<file path="src/rtl/mastermind_pkg.sv">
`default_nettype none
// ============================================================================
//  Module      : mastermind_pkg
//  Description : Shared types and constants for the mastermind game sequencer:
//                FSM state encodings, LED colours, LFSR seed/taps, score width.
//  Revision    : 1.0  initial release
// ============================================================================
package mastermind_pkg;

   typedef enum logic [2:0] {
      S_CODE  = 3'd0,
      S_PLAY  = 3'd1,
      S_SCORE = 3'd2,
      S_WIN   = 3'd3,
      S_LOSE  = 3'd4
   } state_t;

   // LED colour codes used by the display side of the game
   localparam logic [1:0] RED = 2'd0;
   localparam logic [1:0] YLW = 2'd1;
   localparam logic [1:0] BLU = 2'd2;
   localparam logic [1:0] GRN = 2'd3;

   // Fibonacci LFSR, taps 16,14,13,11 -> bits 15,13,12,10
   localparam logic [15:0] LFSR_SEED = 16'hACE1;
   localparam logic [15:0] LFSR_TAPS = 16'hB400;

   localparam int SCORE_W = 8;
   localparam logic [SCORE_W-1:0] WIN_POSITIONS = 8'd4;

   function automatic logic [15:0] lfsr_next(input logic [15:0] cur);
      return {cur[14:0], ^(cur & LFSR_TAPS)};
   endfunction

endpackage
`default_nettype wire

</file>
<file path="src/rtl/mastermind_game_ctrl_if.sv">
`default_nettype none
// ============================================================================
//  Module      : mastermind_game_ctrl_if
//  Description : Bus between the game sequencer and the guess source / scorer.
//                master = sequencer side, slave = surrounding logic.
//  Revision    : 1.0  initial release
// ============================================================================
interface mastermind_game_ctrl_if #(
   parameter int TURN_W = 4
) ();
   import mastermind_pkg::*;

   logic [15:0]        guess_i;
   logic [SCORE_W-1:0] positions_matched_i;
   logic [SCORE_W-1:0] numbers_matched_i;
   logic [15:0]        code_o;
   logic [15:0]        guess_o;
   logic               score_valid_o;
   logic [SCORE_W-1:0] positions_o;
   logic [SCORE_W-1:0] numbers_o;
   logic [TURN_W-1:0]  turn_o;
   logic [2:0]         state_o;
   logic               lock_o;
   logic               lose_o;

   modport master (
      input  guess_i, positions_matched_i, numbers_matched_i,
      output code_o, guess_o, score_valid_o, positions_o, numbers_o,
             turn_o, state_o, lock_o, lose_o
   );

   modport slave (
      output guess_i, positions_matched_i, numbers_matched_i,
      input  code_o, guess_o, score_valid_o, positions_o, numbers_o,
             turn_o, state_o, lock_o, lose_o
   );

endinterface
`default_nettype wire

</file>
<file path="src/rtl/pb_debounce.sv">
`default_nettype none
// ============================================================================
//  Module      : pb_debounce
//  Description : Two-flop synchroniser plus counter debouncer for a raw
//                pushbutton. press_o pulses for one cycle on each debounced
//                rising edge; level_o is the debounced level.
//  Revision    : 1.0  initial release
// ============================================================================
module pb_debounce #(
   parameter int DEBOUNCE_CYCLES = 50000
) (
   input  logic clk,
   input  logic rst,
   input  logic pb_i,
   output logic press_o,
   output logic level_o
);

   localparam int CNT_W = $clog2(DEBOUNCE_CYCLES);
   localparam logic [CNT_W-1:0] CNT_LAST = CNT_W'(DEBOUNCE_CYCLES - 1);

   logic             sync_a;
   logic             sync_b;
   logic             stable;
   logic [CNT_W-1:0] count;

   // Bring the asynchronous button into the clock domain
   always_ff @(posedge clk) begin
      if (rst) begin
         sync_a <= 1'b0;
         sync_b <= 1'b0;
      end else begin
         sync_a <= pb_i;
         sync_b <= sync_a;
      end
   end

   // Count how long the synchronised level has differed from the stable one;
   // any return to the stable level restarts the count, so a change is only
   // accepted after it has held for DEBOUNCE_CYCLES cycles.
   always_ff @(posedge clk) begin
      if (rst) begin
         stable  <= 1'b0;
         count   <= '0;
         press_o <= 1'b0;
      end else begin
         press_o <= 1'b0;
         if (sync_b == stable) begin
            count <= '0;
         end else if (count == CNT_LAST) begin
            stable  <= sync_b;
            count   <= '0;
            press_o <= sync_b;
         end else begin
            count <= count + 1'b1;
         end
      end
   end

   assign level_o = stable;

endmodule
`default_nettype wire

</file>
<file path="src/rtl/mastermind_game_ctrl.sv">
`default_nettype none
// ============================================================================
//  Module      : mastermind_game_ctrl
//  Description : Game sequencer: debounces the button, captures the secret
//                code, latches guesses for the scorer, samples the score,
//                counts turns and declares win/lose.
//                Optional macro MM_AUTOCODE_EN: secret code taken from a
//                free-running LFSR instead of the switches.
//  Revision    : 1.0  initial release
// ============================================================================
module mastermind_game_ctrl
   import mastermind_pkg::*;
#(
   parameter int DEBOUNCE_CYCLES = 50000,
   parameter int MAX_TURNS       = 10,
   parameter int TURN_W          = 4
) (
   input  logic                   clk,
   input  logic                   rst,
   input  logic                   pb_i,
   mastermind_game_ctrl_if.master bus
);

   localparam logic [TURN_W-1:0] LAST_TURN = TURN_W'(MAX_TURNS);

   state_t             state;
   state_t             state_next;
   logic               press_raw;
   logic               pb_level;
   logic               press;
   logic [15:0]        new_code;
   logic [15:0]        code;
   logic [15:0]        guess;
   logic [SCORE_W-1:0] positions;
   logic [SCORE_W-1:0] numbers;
   logic [TURN_W-1:0]  turn;
   logic [TURN_W-1:0]  turn_inc;
   logic               score_valid;

   pb_debounce #(
      .DEBOUNCE_CYCLES (DEBOUNCE_CYCLES)
   ) u_pb_debounce (
      .clk     (clk),
      .rst     (rst),
      .pb_i    (pb_i),
      .press_o (press_raw),
      .level_o (pb_level)
   );

   // A press is only honoured while the debounced level is high
   assign press    = press_raw & pb_level;
   assign turn_inc = turn + 1'b1;

`ifdef MM_AUTOCODE_EN
   logic [15:0] lfsr;

   // Free-running code generator; a nonzero seed keeps it off the all-zero lockup
   always_ff @(posedge clk) begin
      if (rst) lfsr <= LFSR_SEED;
      else     lfsr <= lfsr_next(lfsr);
   end

   assign new_code = lfsr;
`else
   assign new_code = bus.guess_i;
`endif

   // State register
   always_ff @(posedge clk) begin
      if (rst) state <= S_CODE;
      else     state <= state_next;
   end

   // Next-state logic; a win on the last turn beats the lose condition
   always_comb begin
      state_next = state;
      case (state)
         S_CODE:  if (press) state_next = S_PLAY;
         S_PLAY:  if (press) state_next = S_SCORE;
         S_SCORE: begin
            if (bus.positions_matched_i >= WIN_POSITIONS) state_next = S_WIN;
            else if (turn_inc == LAST_TURN)               state_next = S_LOSE;
            else                                          state_next = S_PLAY;
         end
         S_WIN, S_LOSE: if (press) state_next = S_CODE;
         default: state_next = S_CODE;
      endcase
   end

   // Game datapath: code/guess capture, score sampling, turn counting.
   // Presses arriving in S_SCORE fall through the case and are dropped.
   always_ff @(posedge clk) begin
      if (rst) begin
         code        <= '0;
         guess       <= '0;
         positions   <= '0;
         numbers     <= '0;
         turn        <= '0;
         score_valid <= 1'b0;
      end else begin
         score_valid <= (state == S_SCORE);
         case (state)
            S_CODE: begin
               if (press) begin
                  code      <= new_code;
                  turn      <= '0;
                  positions <= '0;
                  numbers   <= '0;
               end
            end
            S_PLAY: begin
               if (press) guess <= bus.guess_i;
            end
            S_SCORE: begin
               positions <= bus.positions_matched_i;
               numbers   <= bus.numbers_matched_i;
               turn      <= turn_inc;
            end
            default: ;
         endcase
      end
   end

   assign bus.code_o        = code;
   assign bus.guess_o       = guess;
   assign bus.score_valid_o = score_valid;
   assign bus.positions_o   = positions;
   assign bus.numbers_o     = numbers;
   assign bus.turn_o        = turn;
   assign bus.state_o       = state;
   assign bus.lock_o        = (state == S_WIN);
   assign bus.lose_o        = (state == S_LOSE);

endmodule
`default_nettype wire

</file>
<file path="src/flat_wrapper.sv">
// flat-port wrapper written by rule: the top's interface ports become plain ports
module mastermind_game_ctrl_flat import mastermind_pkg::*;
#(
   parameter int DEBOUNCE_CYCLES = 50000,
   parameter int MAX_TURNS       = 10,
   parameter int TURN_W          = 4
)
  (clk, rst, pb_i, bus_guess_i, bus_positions_matched_i, bus_numbers_matched_i, bus_code_o, bus_guess_o, bus_score_valid_o, bus_positions_o, bus_numbers_o, bus_turn_o, bus_state_o, bus_lock_o, bus_lose_o);
  mastermind_game_ctrl_if #(.TURN_W(TURN_W)) bus_i ();
  input  logic clk;
  input  logic rst;
  input  logic pb_i;
  input wire logic [$bits(bus_i.guess_i)-1:0] bus_guess_i;
  input wire logic [$bits(bus_i.positions_matched_i)-1:0] bus_positions_matched_i;
  input wire logic [$bits(bus_i.numbers_matched_i)-1:0] bus_numbers_matched_i;
  output wire logic [$bits(bus_i.code_o)-1:0] bus_code_o;
  output wire logic [$bits(bus_i.guess_o)-1:0] bus_guess_o;
  output wire logic [$bits(bus_i.score_valid_o)-1:0] bus_score_valid_o;
  output wire logic [$bits(bus_i.positions_o)-1:0] bus_positions_o;
  output wire logic [$bits(bus_i.numbers_o)-1:0] bus_numbers_o;
  output wire logic [$bits(bus_i.turn_o)-1:0] bus_turn_o;
  output wire logic [$bits(bus_i.state_o)-1:0] bus_state_o;
  output wire logic [$bits(bus_i.lock_o)-1:0] bus_lock_o;
  output wire logic [$bits(bus_i.lose_o)-1:0] bus_lose_o;
  assign bus_i.guess_i = bus_guess_i;
  assign bus_i.positions_matched_i = bus_positions_matched_i;
  assign bus_i.numbers_matched_i = bus_numbers_matched_i;
  assign bus_code_o = bus_i.code_o;
  assign bus_guess_o = bus_i.guess_o;
  assign bus_score_valid_o = bus_i.score_valid_o;
  assign bus_positions_o = bus_i.positions_o;
  assign bus_numbers_o = bus_i.numbers_o;
  assign bus_turn_o = bus_i.turn_o;
  assign bus_state_o = bus_i.state_o;
  assign bus_lock_o = bus_i.lock_o;
  assign bus_lose_o = bus_i.lose_o;
  mastermind_game_ctrl #(.DEBOUNCE_CYCLES(DEBOUNCE_CYCLES), .MAX_TURNS(MAX_TURNS), .TURN_W(TURN_W)) u_core (.clk(clk), .rst(rst), .pb_i(pb_i), .bus(bus_i));
endmodule
</file>
<file path="config.mk">
export PLATFORM = sky130hd
export DESIGN_NAME = mastermind_game_ctrl_flat
export DESIGN_NICKNAME = d
export VERILOG_FILES = /design/src/rtl/mastermind_pkg.sv /design/src/rtl/mastermind_game_ctrl_if.sv /design/src/rtl/pb_debounce.sv /design/src/rtl/mastermind_game_ctrl.sv /design/src/flat_wrapper.sv
export SDC_FILE = /design/constraint.sdc
export NUM_CORES = 1
export LEC_CHECK = 0
export ABC_AREA = 1
export CAP_MARGIN = 20
export CORE_ASPECT_RATIO = 0.5
export CORE_UTILIZATION = 47
export CTS_CLUSTER_SIZE = 40
export DETAILED_ROUTE_END_ITERATION = 12
export PLACE_DENSITY = 0.84
export SLEW_MARGIN = 20
export SYNTH_ARGS = -nofsm -noshare
export SYNTH_HDL_FRONTEND = slang
export SYNTH_SLANG_ARGS = --single-unit
</file>
<file path="constraint.sdc">
create_clock -name clk -period 1.83 [get_ports clk]
set_clock_uncertainty 0.2 [all_clocks]
set_input_delay 0.183 -clock clk [delete_from_list [all_inputs] [get_ports clk]]
set_output_delay 0.183 -clock clk [all_outputs]
set_load 0.05 [all_outputs]
</file>
# Word level (Yosys, flattened, before mapping)
# Cells that the tools add are included.
# word_totals
reg_bits,76
out_inout_bits,58
wordCells,49
# classes
add_sub_neg,2
n_lt_le_gt_ge,1
eq_ne,10
mux,11
bitwise,3
n_reduce_logical,10
# op_table
cell,count
8-bit one-hot mux with 2 select lines,2
"16-bit by 1-bit adder with 16-bit output, second input constant",1
"16-bit == test, second input constant",1
3-bit two-way mux,5
3-bit one-hot mux with 4 select lines,1
"8-bit by 3-bit >= comparator with 1-bit output, second input constant",1
8-bit two-way mux,1
4-bit one-hot mux with 2 select lines,1
2-bit AND reduction,4
"3-bit by 2-bit == test with 1-bit output, second input constant",2
"2-bit by 1-bit != test with 1-bit output, second input constant",3
3-bit OR reduction,2
"4-bit by 1-bit adder with 4-bit output, second input constant",1
"4-bit == test, second input constant",1
4-bit two-way mux,1
"3-bit by 1-bit == test with 1-bit output, second input constant",1
"3-bit == test, second input constant",1
3-bit logical NOT,1
3-bit AND reduction,1
1-bit inverter,2
2-bit nonzero test,1
2-bit OR reduction,1
1-bit bitwise AND,1
1-bit == test,1

# Logic depth before layout (Yosys ltp)
# depth
word_depth,5
depth_mapped,8

# Cells and area by module
# From an unflattened synthesis, not the netlist that was laid out.
# hier_totals
hier_cells,470
hier_area_um2,3286.9
# by_module_without_submodules
module,n_inst,cells_per_inst,area_per_inst_um2,seq_area_each_um2
mastermind_game_ctrl,1,309,2208.4,1121.1
pb_debounce,1,161,1078.5,400.4

# Worst setup path after synthesis
# No wires, ideal clock.
# synth_timing
kind,register -> register
start,reg u_core.state[0] (netlist: u_core.bus.state_o[0])
end,reg u_core.state[1] (netlist: u_core.bus.state_o[1])
setup_time_ns,0.070
arrival_ns,1.832
t_required_ns,1.560
setup_slack_ns,-0.272
path_stages_with_launch,5
synth_period_minus_slack_ns,2.102
path_cell_list,dfxtp_1 nand2_2 nor2_1 a21oi_1 a21oi_1
# synth_between
elab_chain_len,4
# synth_rtl
item,line_no,text
"start, declared",mastermind_game_ctrl.sv:26,state_t state;
"start signal, assigned",mastermind_game_ctrl.sv:71,else state <= state_next;
3-bit by 2-bit == test with 1-bit output (*),--,
named net bus_lock_o,flat_wrapper.sv:23,output wire logic [$bits(bus_i.lock_o)-1:0] bus_lock_o;
2-bit OR reduction (*),mastermind_game_ctrl.sv:77,case (state)
2-bit by 1-bit != test with 1-bit output (no line),--,
3-bit AND reduction (no line),--,
# Mark *: on every way through the listed nets, which the timed path passes. The rest lies on a longest branch.
# A chain may end at the register's enable or synchronous reset.

# Final worst setup path
# layout_timing
start,reg u_core.state[0] (netlist: u_core.bus.state_o[0])
end,out bus_lock_o
# layout_between
elab_chain_len,1
# layout_rtl
item,line_no,text
3-bit by 2-bit == test with 1-bit output,mastermind_game_ctrl.sv:131,assign bus.lock_o = (state == S_WIN);
"end, declared",flat_wrapper.sv:23,
# Every way passes these cells.

==> qor.yml <==
logic_synthesis:
  yosysSeqAreaShare_pct: 48.7
  syn_area_sq_um: 3130
  synth.most_common_cell: "dfxtp_1"
  ys_types: 30
  syn_area_per_cell_sq_um: 7.85
  ys.warnings.count: 0
  ys_ff_latch: 76
  yosysTopAreaCellShare_pct: 48.7
  yosysTopAreaCell: "dfxtp_1"
  synthArstFlopShare_pct: 0
  syn-num-nets: 436
  synth-edff-count: 0
  synth.area.top_cells: "dfxtp_1 49%, nand2_1 7.9%, nor2_1 6.8%, o21ai_0 6.7%, inv_1 5.0%"
  yosys-top-cells-count: "76 x dfxtp_1, 66 x nand2_1, 57 x nor2_1"
  synth_flop_cell: "dfxtp_1"
  synthCells: 398
clock_tree:
  postCtsHoldBufs: 0
  tritoncts: "built"
  cts.sinks: 76
  cts-root-buf: "clkbuf_16"
  cts_inserted_buffers: 9
  clk_pin_slew_worst_paths_ps: 60
  cts_max_level: 3
  clock_latency_ps: 330
  cts.path.max_buffers: 2
min_path:
  hold_path.class: "primary input to flop"
  worstHoldPathCells: 3
  hp-start: "pb_i"
  hold_end: "u_core.u_pb_debounce.sync_a"
timing:
  fmax_mhz: 612
  rsz0062_at_grt: "false"
  worst_pin_slew_ps: 500
  finalHoldViolCount: 0
  min_period_ps: 1630
  setup_viol: 0
  min_period_over_period_pct: 89.2
  relSlewSlack_pct: 66.6
  maxSlewViolCount: 0
final_layout:
  drive_gt1_share_pct: 23.2
  n_antenna_cell: 0
  area_growth_pct: 38.7
  final_cells: 588
  nNetsFinal: 533
  fillers: 511
setup_path:
  cp_slowest_cell: "dfxtp_1"
  rr_startpoint: "u_core.u_pb_debounce.count[0]"
  cp_max_fo: 4
  r2r_slack_ps: 220
  max_stage_delay_ps: 440
  cp.arrival_ps: 1250
  r2r_end: "u_core.u_pb_debounce.count[10]"
  critPathKind: "flop to primary output"
  crit_chain: "nand2_2 > nor2_2 > buf_12"
  worstPathRequired_ps: 1450
  reg2regPathDepth: 7
  worstSetupEndpointType: "primary output"
  startpoint_type: "flop"
global_routing:
  grt_overflow: 0
  grt.total_usage_pct: 21.7
  grt_pass1_wl_microns: 12000
  antenna_found_initial: 0
  grt_pass1_vias: 2694
  grt_max_degree: 53
floorplan:
  core-area_sq_um: 6230
  start_util_pct: 50.2
  ios: 93
  row_count: 20
  die-area_sq_um: 7000
  die_w_microns: 117
  die_height_microns: 59.7
drt:
  wire_per_inst_microns: 11.8
  drtAntennaViolNets: 0
  vias: 2794
  drt_first_pass_iters: 4
  dr.first_iter.drc_count: 186
  drt_wl_total_microns: 6950
  via_per_inst: 4.75
  drc: 0
placement:
  place_congestion: 0.822
  hpwl_microns: 4900
  dp_cells: 572
  port_buffers: 92
status:
  status: "finished, final reports clean"
pwr:
  finalPower_mw: 3.48
  pwr_density_cell_nw_per_um2: 803
  p_leak_nw: 1.76
  peakVddDrop_mv: 0.762
run:
  cap_violations: 0
==> worst max-delay path by stage <==
stage	start	endpoint	slack [ps]	cells after the start
finish	u_core.bus.state_o[0]	bus_lock_o	200	3
global route	u_core.u_pb_debounce.count[0]	u_core.u_pb_debounce.count[2]	50	7
CTS	u_core.bus.score_valid_o	bus_score_valid_o	20	1
detailed placement	u_core.u_pb_debounce.count[0]	u_core.u_pb_debounce.count[10]	220	7
global placement	u_core.u_pb_debounce.count[0]	u_core.u_pb_debounce.count[10]	260	7
floorplan	u_core.bus.state_o[0]	u_core.bus.state_o[1]	-20	4
==> report_power, final <==
part | switching, mW | total, mW | internal [mW]
Combinational | 0.0498 | 0.129 | 0.0793
Sequential | 0.00161 | 1.66 | 1.66
Clock | 0.638 | 1.69 | 1.05
==> final cells by class <==
cell class	count	area [sq um]	share of cell area [%]
Clock buffer	12	236	5.46
Clock inverter	4	50.0	1.15
Inverter	47	179	4.13
Multi-Input combinational cell	261	1330	30.7
Sequential cell	76	1520	35.1
Tap cell	88	110	2.54
Timing Repair Buffer	100	905	20.9
==> stage by stage <==
step	cell area, sq um	setup slack, ps	hold WS [ps]	TNS, ps	utilization (%)
finish	4330	197	178	0	69.6
global route	4330	53.0	200	0	69.6
CTS	4330	17.8	168	0	69.5
detailed placement	4050	216	198	0	64.9
global placement	4050	262	199	0	64.9
floorplan	3130	-21.0	90.0	-21.0	-
==> placed cells by master, fill, tap and decap left out, types with 8 or more instances in the layout <==
master	n
dfxtp_1	76
nand3_1	11
buf_4	59
o21ai_2	8
nor2_1	55
clkbuf_16	9
o21ai_0	42
nor2_2	10
a21oi_1	28
nand2_1	66
inv_1	42
clkdlybuf4s50_1	34
==> cell families after synthesis <==
group | after synthesis | share of synthesized area, %
compound gates | 87 | 15.4
xor+xnor | 6 | 1.68
fa+ha+maj | 3 | 1.20
buf+inv | 61 | 8.85
flops | 76 | 48.7
simple gates | 165 | 24.2
==> state kept, by name, indices dropped and copies added (netlist names) <==
| signal | flops |
|---|---|
| u_core.bus.guess_o | 16 |
| u_core.u_pb_debounce.sync_a | 1 |
| u_core.bus.turn_o | 4 |
| u_core.bus.state_o | 3 |
| u_core.u_pb_debounce.count | 16 |
| u_core.bus.code_o | 16 |
| u_core.bus.score_valid_o | 1 |
| u_core.u_pb_debounce.sync_b | 1 |
| u_core.u_pb_debounce.press_o | 1 |
| u_core.u_pb_debounce.level_o | 1 |
| u_core.bus.positions_o | 8 |
| u_core.bus.numbers_o | 8 |
==> worst max-delay path: cells and delay by family (launching register included) <==
kind                   cells  cell delay, ps
flip-flops                 1             440
buffers and inverters      1             170
AND/OR/NAND/NOR            2             310
==> layer usage <==
layer  GRT usage, %  vias up  part of all wire, %
met3           6.01        8                  4.5
met5              0        -                    0
li1               -     1462                    -
met2           39.2       56                   49
met4           8.91        0                  1.4
met1           25.2     1268                   45
==> timing repair <==
action / 4_1_cts / 5_1_grt
setup endpoints to repair: 1 / 1
resized for setup: 1 / 1
buffers inserted: 0 / 0
No activity file was read; power rests on OpenSTA's default activity.
